<file path="src/rtl/mux_seq_if.sv">
// Handshake bundle for mux_seq: packed channel data and select in, registered word out.
interface mux_seq_if #(
    parameter int W = 8,
    parameter int N = 5
);
    localparam int SW = $clog2(N);

    logic [N*W-1:0] d;
    logic [SW-1:0]  s;
    logic           mode;
    logic           in_valid;
    logic           in_ready;
    logic [W-1:0]   y;
    logic [SW-1:0]  ch;
    logic           oor;
    logic           last;
    logic           out_valid;
    logic           out_ready;

    modport slave (
        input  d, s, mode, in_valid, out_ready,
        output in_ready, y, ch, oor, last, out_valid
    );

    modport master (
        output d, s, mode, in_valid, out_ready,
        input  in_ready, y, ch, oor, last, out_valid
    );
endinterface

</file>
<file path="src/rtl/mux_seq.sv">
// N-channel W-bit registered multiplexer with direct and scan modes and a
// one-deep valid/ready output stage.
module mux_seq #(
    parameter int W = 8,
    parameter int N = 5
) (
    input logic      clk,
    input logic      reset,
    mux_seq_if.slave bus
);
    localparam int SW = $clog2(N);
    localparam logic [SW:0]   NUM  = (SW+1)'(N);
    localparam logic [SW-1:0] LAST = SW'(N-1);

    typedef enum logic {EMPTY = 1'b0, FULL = 1'b1} state_t;

    state_t        r_state;
    state_t        w_state_nxt;
    logic [W-1:0]  r_y;
    logic [SW-1:0] r_ch;
    logic          r_oor;
    logic          r_last;
    logic [SW-1:0] r_cnt;
    logic          w_in_ready;
    logic          w_load;
    logic          w_in_range;
    logic          w_cnt_wrap;

    // Unmatched indices fall through to zero, which covers out-of-range selects.
    function automatic logic [W-1:0] sel_word(input logic [N*W-1:0] dv,
                                              input logic [SW-1:0]  idx);
        logic [W-1:0] word;
        word = '0;
        for (int k = 0; k < N; k++) begin
            if (idx == SW'(k)) word = dv[k*W +: W];
        end
        return word;
    endfunction

    assign w_in_ready = (r_state == EMPTY) | bus.out_ready;
    assign w_load     = bus.in_valid & w_in_ready;
    assign w_in_range = ({1'b0, bus.s} < NUM);
    assign w_cnt_wrap = (r_cnt == LAST);

    always_comb begin
        w_state_nxt = r_state;
        if (w_load)
            w_state_nxt = FULL;
        else if (bus.out_ready)
            w_state_nxt = EMPTY;
    end

    always_ff @(posedge clk or posedge reset) begin
        if (reset)
            r_state <= EMPTY;
        else
            r_state <= w_state_nxt;
    end

    // Scan counter restarts whenever direct mode is seen so each sweep begins at 0.
    always_ff @(posedge clk or posedge reset) begin
        if (reset)
            r_cnt <= '0;
        else if (!bus.mode)
            r_cnt <= '0;
        else if (w_load)
            r_cnt <= w_cnt_wrap ? '0 : r_cnt + 1'b1;
    end

    always_ff @(posedge clk or posedge reset) begin
        if (reset) begin
            r_y    <= '0;
            r_ch   <= '0;
            r_oor  <= 1'b0;
            r_last <= 1'b0;
        end else if (w_load) begin
            if (bus.mode) begin
                r_y    <= sel_word(bus.d, r_cnt);
                r_ch   <= r_cnt;
                r_oor  <= 1'b0;
                r_last <= w_cnt_wrap;
            end else begin
                r_y    <= sel_word(bus.d, bus.s);
                r_ch   <= bus.s;
                r_oor  <= ~w_in_range;
                r_last <= 1'b0;
            end
        end
    end

    assign bus.in_ready  = w_in_ready;
    assign bus.y         = r_y;
    assign bus.ch        = r_ch;
    assign bus.oor       = r_oor;
    assign bus.last      = r_last;
    assign bus.out_valid = (r_state == FULL);
endmodule

</file>
<file path="src/flat_wrapper.sv">
// flat-port wrapper written by rule: the top's interface ports become plain ports
module mux_seq_flat 
#(
    parameter int W = 8,
    parameter int N = 5
)
  (clk, reset, bus_d, bus_s, bus_mode, bus_in_valid, bus_out_ready, bus_in_ready, bus_y, bus_ch, bus_oor, bus_last, bus_out_valid);
  mux_seq_if #(.W(W), .N(N)) bus_i ();
  input logic clk;
  input logic reset;
  input wire logic [$bits(bus_i.d)-1:0] bus_d;
  input wire logic [$bits(bus_i.s)-1:0] bus_s;
  input wire logic [$bits(bus_i.mode)-1:0] bus_mode;
  input wire logic [$bits(bus_i.in_valid)-1:0] bus_in_valid;
  input wire logic [$bits(bus_i.out_ready)-1:0] bus_out_ready;
  output wire logic [$bits(bus_i.in_ready)-1:0] bus_in_ready;
  output wire logic [$bits(bus_i.y)-1:0] bus_y;
  output wire logic [$bits(bus_i.ch)-1:0] bus_ch;
  output wire logic [$bits(bus_i.oor)-1:0] bus_oor;
  output wire logic [$bits(bus_i.last)-1:0] bus_last;
  output wire logic [$bits(bus_i.out_valid)-1:0] bus_out_valid;
  assign bus_i.d = bus_d;
  assign bus_i.s = bus_s;
  assign bus_i.mode = bus_mode;
  assign bus_i.in_valid = bus_in_valid;
  assign bus_i.out_ready = bus_out_ready;
  assign bus_in_ready = bus_i.in_ready;
  assign bus_y = bus_i.y;
  assign bus_ch = bus_i.ch;
  assign bus_oor = bus_i.oor;
  assign bus_last = bus_i.last;
  assign bus_out_valid = bus_i.out_valid;
  mux_seq #(.W(W), .N(N)) u_core (.clk(clk), .reset(reset), .bus(bus_i));
endmodule
</file>
<file path="config.mk">
export PLATFORM = sky130hd
export DESIGN_NAME = mux_seq_flat
export DESIGN_NICKNAME = d
export VERILOG_FILES = /design/src/rtl/mux_seq_if.sv /design/src/rtl/mux_seq.sv /design/src/flat_wrapper.sv
export SDC_FILE = /design/constraint.sdc
export NUM_CORES = 1
export LEC_CHECK = 0
export CELL_PAD_IN_SITES_DETAIL_PLACEMENT = 1
export CELL_PAD_IN_SITES_GLOBAL_PLACEMENT = 1
export CORE_UTILIZATION = 28
export CTS_BUF_LIST = sky130_fd_sc_hd__clkbuf_8
export DETAILED_ROUTE_END_ITERATION = 8
export GPL_ROUTABILITY_DRIVEN = 0
export GPL_TIMING_DRIVEN = 0
export PLACE_DENSITY = 0.8
export RECOVER_POWER = 25
export SETUP_SLACK_MARGIN = 0.1
export SYNTH_ARGS = -nofsm -noshare
export SYNTH_HDL_FRONTEND = slang
export SYNTH_SLANG_ARGS = --single-unit
</file>
<file path="constraint.sdc">
create_clock -name clk -period 1.7 [get_ports clk]
set_input_delay 0.51 -clock clk [delete_from_list [all_inputs] [get_ports clk]]
set_output_delay 0.51 -clock clk [all_outputs]
set_load 0.02 [all_outputs]
</file>
# Word level (Yosys, flattened, before mapping)
# Cells that the tools add are included.
# W data, S select, Z words.
totals:
  output_inout_bits: 15
  wordCells: 43
  inputBits: 48
  register_bits: 17
op_classes:
  reduce_logical: 3
  n_mux: 19
  add_sub_neg: 1
  bitwise_logic: 4
  n_lt_le_gt_ge: 1
  eq_ne: 9
op_table:
  columns: ["op", "n"]
  rows:
  - ["$mux W8", 11]
  - ["$eq A3 B2 Y1 const B", 4]
  - ["$mux W3", 4]
  - ["$eq A3 B1 Y1 const B", 2]
  - ["$eq A3 B3 Y1 const B", 2]
  - ["$logic_not A3 Y1", 2]
  - ["$mux W1", 4]
  - ["$add A3 B1 Y3 const B", 1]
  - ["$lt A3 B3 Y1 const B", 1]
  - ["$ne A2 B1 Y1 const B", 1]
  - ["$not A1 Y1", 2]
  - ["$reduce_bool A2 Y1", 1]
  - ["$and A1 B1 Y1", 1]
  - ["$or A1 B1 Y1", 1]

# Depth between registers and ports, before layout
# Gate-level depths: netlist (run 1).
depth:
  word_depth: 7
  mapped_depth: 8
  depth_no_buf: 6

# Least setup slack after synthesis (run 1)
# No wires, ideal clock.
synth_path:
  path_type: "register to register"
  from: "reg u_core.r_cnt[0]"
  to: "reg u_core.r_y[0], in the netlist u_core.bus.y[0]"
  period_less_slack_ns: 1.723
  required_time_ns: 1.596
  path_buffers: 2
  path_stages_with_launch: 9
  setup_time_ns: 0.104
  arrival_ns: 1.619
  setup_slack_ns: -0.023
  path_cell_list: "dfrtp_1 ha_1 ha_1 buf_6 or2_1 buf_6 a221oi_2 o221ai_1 o311ai_1"
synth_between:
  elab_chain_len: 7
  word_cells_on_any_way: 11
  classes_between: "eq/ne (4); mux (6); reduce/logical (1)"
synth_lines:
  columns: ["element", "line", "text"]
  rows:
  - ["start, declared", "mux_seq.sv:23", "logic [SW-1:0] r_cnt;"]
  - ["start signal, assigned", "mux_seq.sv:67", "r_cnt <= w_cnt_wrap ? '0 : r_cnt + 1'b1;"]
  - ["$logic_not A3 Y1", "mux_seq.sv:35", "if (idx == SW'(k)) word = dv[k*W +: W];"]
  - ["$mux W8 (4 in a row)", "mux_seq.sv:35", null]
  - ["$mux W8 (*)", "mux_seq.sv:35", null]
  - ["$mux W8 (*)", "mux_seq.sv:77", "if (bus.mode) begin"]
  - ["end signal, assigned", "mux_seq.sv:78", "r_y <= sel_word(bus.d, r_cnt);"]
  - ["end signal, assigned", "mux_seq.sv:83", "r_y <= sel_word(bus.d, bus.s);"]
  - ["end, declared", "mux_seq.sv:19", "logic [W-1:0] r_y;"]
# Every way passes the cells marked *; elsewhere a longest branch is shown, timed or not.
# A chain may end at the register's enable or synchronous reset.

# Worst setup path after layout (run 1)
layout_path:
  from: "reg u_core.r_cnt[0]"
  to: "reg u_core.r_y[6], in the netlist u_core.bus.y[6]"
# The elaborated chain is that of the path after synthesis.

==> results of run 1 <==
==> kinds of logic after synthesis <==
logic type,share of synthesized area [%]
AOI/OAI and AO/OA,28.3
adders and majority gates,4.26
buffers and inverters,10.2
DFF,28.9
muxes,14.0
and+or+nand+nor,14.3
==> sequential cells by signal, summed over array words and instances (netlist names) <==
signal	cells
u_core.bus.y	8
u_core.r_cnt	3
u_core.bus.out_valid	1
u_core.bus.last	1
u_core.bus.oor	1
u_core.bus.ch	3
==> synthesized netlist by cell type <==
library cell  count  share of area [%]
mux4_1            2                3.6
a221oi_1          7                4.2
o211ai_1          7                3.6
ha_1              5                4.3
mux2i_1           4                2.7
and4_1            1               0.60
dfrtp_1          17                 29
mux4_2            5                7.7
o221ai_1          1               0.60
o21ai_0          22                7.5
nand4_1           8                3.4
a21boi_1          1               0.51
a21boi_0          2                1.0
clkbuf_1          4                1.0
buf_1             1               0.26
nand3b_1          2                1.0
and3_1            1               0.43
a21oi_1          16                5.4
a221oi_2          1                1.0
inv_1            12                3.1
or2_1             1               0.43
o311ai_1          1               0.60
buf_2             6                2.0
o21ai_1           1               0.34
or3_1             1               0.43
nand2_1          21                5.4
buf_6             5                3.8
nand2b_1          2               0.85
nand3_1           1               0.34
and2b_1           1               0.51
a22oi_1           7                3.6
and2_1            1               0.43
nor2_1            2               0.51
==> area by class of cell <==
| class | count | area (µm²) | area share, % |
|---|---|---|---|
| plain buffers | 15 | 150 | 5.98 |
| clock buffers | 3 | 41.3 | 1.65 |
| clock inverters | 1 | 3.75 | 0.150 |
| inverters | 12 | 47.5 | 1.89 |
| multi-input cells | 124 | 1090 | 43.6 |
| flip-flops and latches | 17 | 428 | 17.0 |
| well taps | 70 | 87.6 | 3.49 |
| repair buffers | 69 | 657 | 26.2 |
==> path summary, 6_finish.rpt <==
path	end	slack (ns)
worst max register to register	u_core.bus.y[6]	-0.05
max in group asynchronous	u_core.r_cnt[1]	0.46
min in group asynchronous	u_core.r_cnt[2]	0.78
worst min-delay path	u_core.bus.ch[0]	0.47
worst min register to register	u_core.bus.ch[0]	0.47
worst max-delay path	u_core.bus.y[6]	-0.05
==> power by group through the flow <==
stage | clock [mW] | sequential, mW | combinational (mW)
5_1_grt | 0.317 | 0.502 | 0.716
6_report | 0.302 | 0.496 | 0.666
2_1_floorplan | 0 | 0.555 | 0.231
3_5_place_dp | 0 | 0.500 | 0.595
4_1_cts | 0.302 | 0.492 | 0.598
3_3_place_gp | 0 | 0.496 | 0.581
==> metal layers <==
layer	track usage [%]	up-vias	part of all wire, %
met5	0	-	0
met4	6.50	0	1.4
met3	2.71	8	4.4
met2	34.8	54	52
met1	26.2	828	42
li1	-	774	-
==> critical path: cells and delay by family (launching register included) <==
kind / cells / cell delay, ns
DFF: 1 / 0.48
AOI/OAI and AO/OA: 3 / 0.44
adders and majority gates: 2 / 0.34
and+or+nand+nor: 1 / 0.22
buffers and inverters: 1 / 0.15
==> cells in the final DEF, fill, tap and decap left out, types with 5 or more instances in the layout <==
cell type,n
a21oi_1,10
a21oi_2,5
a221oi_2,6
buf_4,10
buf_6,9
clkdlybuf4s50_1,42
dfrtp_1,15
dlygate4sd2_1,16
inv_1,11
mux4_2,5
nand2_1,19
nand4_1,8
o211ai_1,7
o21ai_0,18
==> through the flow <==
| stage | setup slack [ns] | instance area, µm² | hold WS (ns) | util [%] |
|---|---|---|---|---|
| floorplan | 0.0469 | 1480 | 0.436 | - |
| global placement | -1.03 | 2180 | 0.463 | 43.0 |
| detailed placement | -1.02 | 2180 | 0.469 | 43.0 |
| CTS | -0.140 | 2350 | 0.479 | 46.4 |
| global route | -0.0987 | 2510 | 0.513 | 49.5 |
| finish | -0.0523 | 2510 | 0.473 | 49.5 |
==> timing repair <==
action / CTS / global route
resized for setup: 51 / 45
setup endpoints to repair: 31 / 11
gates cloned: 0 / 0
buffers inserted: 7 / 0
pin swaps: 8 / 13
hold buffers: 0 / 0
==> key figures, run 1 <==
Outcome
  – Status: finished with violations
  – Failing checks: setup timing

Power and ir drop
  – Leak: a little over 1 nW
  – Power density cells: slightly below 600 nW/µm²
  – Final Power: roughly 1.5 mW
  – Seq pwr share: 33.9%
  – Sw Pwr: 0.512 mW
  – Gate power share: 45.5%
  – Sw Ratio: 35.0%
  – Power Internal: 0.952 mW
  – Peak supply drop: 0.298 mV
  – Clk pwr share: 20.6%

STA
  – Setup WS post-layout: -0.0523 ns
  – RSZ-0062 raised after global routing: yes
  – Worst slew pin tran: 0.652 ns
  – Layout Skew: 0.00264 ns
  – Hold Vio Cnt, Final: 0
  – Final worst path period need: 1.75 ns
  – Setup violators final: 6
  – Final worst path period share: 103%
  – Slew Limit Headroom: around 56%
  – Sum Neg Setup Slack: -0.138 ns
  – Fmax: 0.571 GHz
  – Slew Limit Fails: 0

Critical path
  – Critical Path Max Stage Delay: 0.48 ns
  – Worst path cell trace: ha_4 -> ha_4 -> or2_1 -> buf_6 -> a21oi_4 -> a221oi_4 -> o211ai_1
  – Crit Path Class: flop to flop
  – CP startpoint: u_core.r_cnt[0]
  – CP startpoint kind: flop
  – Top cell by count, worst path: ha_4
  – Reg2Reg Depth: 7
  – WP data arrival: 1.91 ns
  – Critical Path Sink Type: flop
  – CP required: around 1.9 ns
  – Worst-path fanout max: 8
  – Critical-path top delay cell: dfrtp_2
  – Start of the worst register-to-register path: u_core.r_cnt[0]

Global route
  – GR Overflow Total: 0
  – Initial antenna violation count: 0
  – First-pass GRT wire length: approximately 8400 µm
  – Vias in the first global route: 1731
  – Gr usage total: approximately 20%
  – Largest net degree at the start of global routing: 18

Yosys
  – Sequential area share after synthesis: 28.9%
  – Mapped Cells: ~170
  – Synth unique cells: 33
  – Yosys reg bits: 17
  – Syn. warnings: 0
  – Mapped Nets: 222
  – Syn Area/Cell: 8.70 µm²
  – Synthesized cell area: roughly 1500 µm²

Cells and area
  – Area growth syn-to-layout: 70.7%
  – Final cell count without fillers: 311
  – Fillers: 607
  – Fraction of layout cells with a size suffix above 1: 27.0%
  – Inserted Diodes: 0
  – Post-layout net count: slightly below 300

Flow run
  – Max-cap violations: 0

Clock network
  – Clock-pin slew on the worst setup and hold paths: 0.07 ns
  – Clock Tree Root: clkbuf_8
  – # H-tree levels: 1
  – TritonCTS Buffers: 3
  – Clock tree sinks: 17
  – Worst-case clock buffer depth: 2
  – Clock tree from TritonCTS: yes
  – Clock Latency Late Sink: 0.25 ns

Drt
  – First drt pass iteration count: 4
  – Routed WL: 5800 µm
  – ANT nets after route: 0
  – # DRC: 0
  – DRT iter0 DRCs: 76
  – Average vias per placed instance: roughly 5.4
  – Total number of vias: 1664
  – Wire per inst: between 15 and 20 µm

Floorplanning
  – Num rows: 26
  – Die Y: 74.5 µm
  – IO Pins: 63
  – Initial Utilization: about 29%
  – Core Region: 5070 µm²
  – Horiz. Die Dim: 74.5 µm
  – Die area: 5540 µm²

Placed design
  – Post-DP HPWL: about 4000 µm
  – I/O Buffers: 62
  – Placed insts: 301

Hold path
  – HP Class: flop to flop
  – WHS Path Cells: 2
  – Hold path start: u_core.bus.ch[0]
No activity file was read; power rests on OpenSTA's default activity.
==> run 2, diff against run 1 <==
- MAX_ROUTING_LAYER: not set -> met4
==> key figures, run 2 (synthesized netlist as in run 1, its figures left out) <==
Floorplanning
  – Core Region: 5070 µm² (unchanged)
  – Horiz. Die Dim: 74.5 µm (unchanged)
  – Die Y: 74.5 µm (unchanged)
  – Die area: 5540 µm² (unchanged)
  – IO Pins: 63 (unchanged)
  – Num rows: 26 (unchanged)
  – Initial Utilization: 29.0% (unchanged)

STA
  – Setup WS post-layout: -0.0562 ns (-0.00397 ns)
  – Hold Vio Cnt, Final: 0 (unchanged)
  – Slew Limit Headroom: 55.7% (-0.78 points)
  – Setup violators final: 6 (unchanged)
  – Slew Limit Fails: 0 (unchanged)
  – Final worst path period need: 1.76 ns (+0.00397 ns)
  – Final worst path period share: 103% (+0.23 points)
  – Sum Neg Setup Slack: -0.140 ns (-0.00188 ns)
  – Layout Skew: 0.00119 ns (-0.00145 ns)
  – Worst slew pin tran: 0.664 ns (+0.0116 ns)
  – Fmax: 0.569 GHz (-0.23%)
  – RSZ-0062 raised after global routing: yes

Drt
  – Total number of vias: 1683 (+1.1%)
  – Wire per inst: 18.7 µm (+0.48%)
  – # DRC: 0 (unchanged)
  – DRT iter0 DRCs: 57 (-25%)
  – Routed WL: 5830 µm (+0.48%)
  – Average vias per placed instance: 5.41 (+1.1%)
  – ANT nets after route: 0 (unchanged)
  – First drt pass iteration count: 4 (unchanged)

Placed design
  – Place WS: -1.02 ns (unchanged)
  – Post-DP HPWL: 3980 µm (unchanged)
  – I/O Buffers: 62 (unchanged)

Critical path
  – Reg2Reg Depth: 7 (unchanged)
  – Critical Path Sink Type: flop
  – Worst-path fanout max: 8 (unchanged)
  – CP startpoint kind: flop
  – Crit Path Class: flop to flop
  – CP required: 1.86 ns (about the same)
  – WP data arrival: 1.92 ns (about the same)

Clock network
  – TritonCTS Buffers: 3 (unchanged)
  – Clock tree from TritonCTS: yes
  – Clock Tree Root: clkbuf_8
  – Clock-pin slew on the worst setup and hold paths: 0.07 ns (about the same)
  – Worst-case clock buffer depth: 2 (unchanged)
  – # hold bufs at CTS: 0 (unchanged)
  – Clock Latency Late Sink: 0.25 ns (about the same)
  – # H-tree levels: 1 (unchanged)
  – Clock tree sinks: 17 (unchanged)

Cells and area
  – Fillers: 607 (unchanged)
  – Final core utilization: 49.5% (unchanged)
  – Fraction of layout cells with a size suffix above 1: 27.0% (unchanged)
  – Area growth syn-to-layout: 70.7% (unchanged)
  – Inserted Diodes: 0 (unchanged)
  – Post-layout net count: 295 (unchanged)
  – Commonest non-fill, non-tap cell in the layout: clkdlybuf4s50_1
  – Largest register FFs: 8 (unchanged)
  – Most frequent cells in the layout: clkdlybuf4s50_1 (42), nand2_1 (19), o21ai_0 (18)

Global route
  – Gr usage total: 20.9% (+0.61 points)
  – Largest net degree at the start of global routing: 18 (unchanged)
  – First-pass GRT wire length: 8400 µm (-0.17%)
  – Initial antenna violation count: 0 (unchanged)
  – Vias in the first global route: 1734 (+0.17%)
  – GR Overflow Total: 0 (unchanged)

Power and ir drop
  – Leak: 1.03 nW (unchanged)
  – Power density cells: 584 nW/µm² (+0.20%)
  – Peak supply drop: 0.303 mV (+1.6%)
  – Final Power: 1.47 mW (+0.20%)

Hold path
  – WHS Path Cells: 2 (unchanged)
  – HP Class: flop to flop

Flow run
  – Max-cap violations: 0 (unchanged)

Outcome
  – Failing checks: setup timing
  – Status: finished with violations
==> run 2: stage by stage <==
stage / instances / hold WS (ns) / cell area, µm²
floorplan: 169 / 0.436 / 1480
global placement: 301 / 0.463 / 2180
detailed placement: 301 / 0.469 / 2180
CTS: 312 / 0.479 / 2350
global route: 311 / 0.513 / 2510
finish: 311 / 0.473 / 2510
==> run 2: final cells by class <==
class                      instances  area [µm²]  share of cell area, %
multi-input combinational        124        1090                   43.6
timing repair buffer              69         657                   26.2
sequential                        17         428                   17.0
buffer                            15         150                   5.98
tap                               70        87.6                   3.49
inverter                          12        47.5                   1.89
clock buffer                       3        41.3                   1.65
clock inverter                     1        3.75                  0.150
==> run 2: routing by layer <==
layer / vias to the layer above / GRT usage (%) / part of all wire [%]
li1: 775 / - / -
met5: - / - / 0
met3: 9 / 2.30 / 4.2
met1: 839 / 26.3 / 42
met2: 60 / 34.9 / 52
met4: 0 / 6.50 / 1.6
==> run 2: where the power goes <==
part	leakage, nW	internal [mW]	switching [mW]
Combinational	0.785	0.334	0.333
Sequential	0.217	0.458	0.0389
Clock	0.0269	0.161	0.143
==> run 2: what timing repair did <==
item | CTS | global route
gates cloned | 0 | 0
setup buffers | 7 | 0
setup endpoints to repair | 31 | 11
pin swaps | 8 | 13
resized for setup | 51 | 45
==> run 2: worst paths after layout <==
path | startpoint | end | slack [ns]
hold reg to reg | u_core.bus.ch[0] | u_core.bus.ch[0] | 0.47
min in group asynchronous | reset | u_core.bus.y[6] | 0.79
max in group asynchronous | reset | u_core.r_cnt[0] | 0.45
hold / removal | u_core.bus.ch[0] | u_core.bus.ch[0] | 0.47
setup reg to reg | u_core.r_cnt[0] | u_core.bus.y[6] | -0.06
setup / recovery | u_core.r_cnt[0] | u_core.bus.y[6] | -0.06
==> run 2: critical path: stages (launching register included) <==
cell	delay, ns
dfrtp_2	0.48
ha_4	0.19
ha_4	0.15
or2_1	0.22
buf_6	0.15
a21oi_4	0.14
a221oi_4	0.09
o211ai_1	0.21
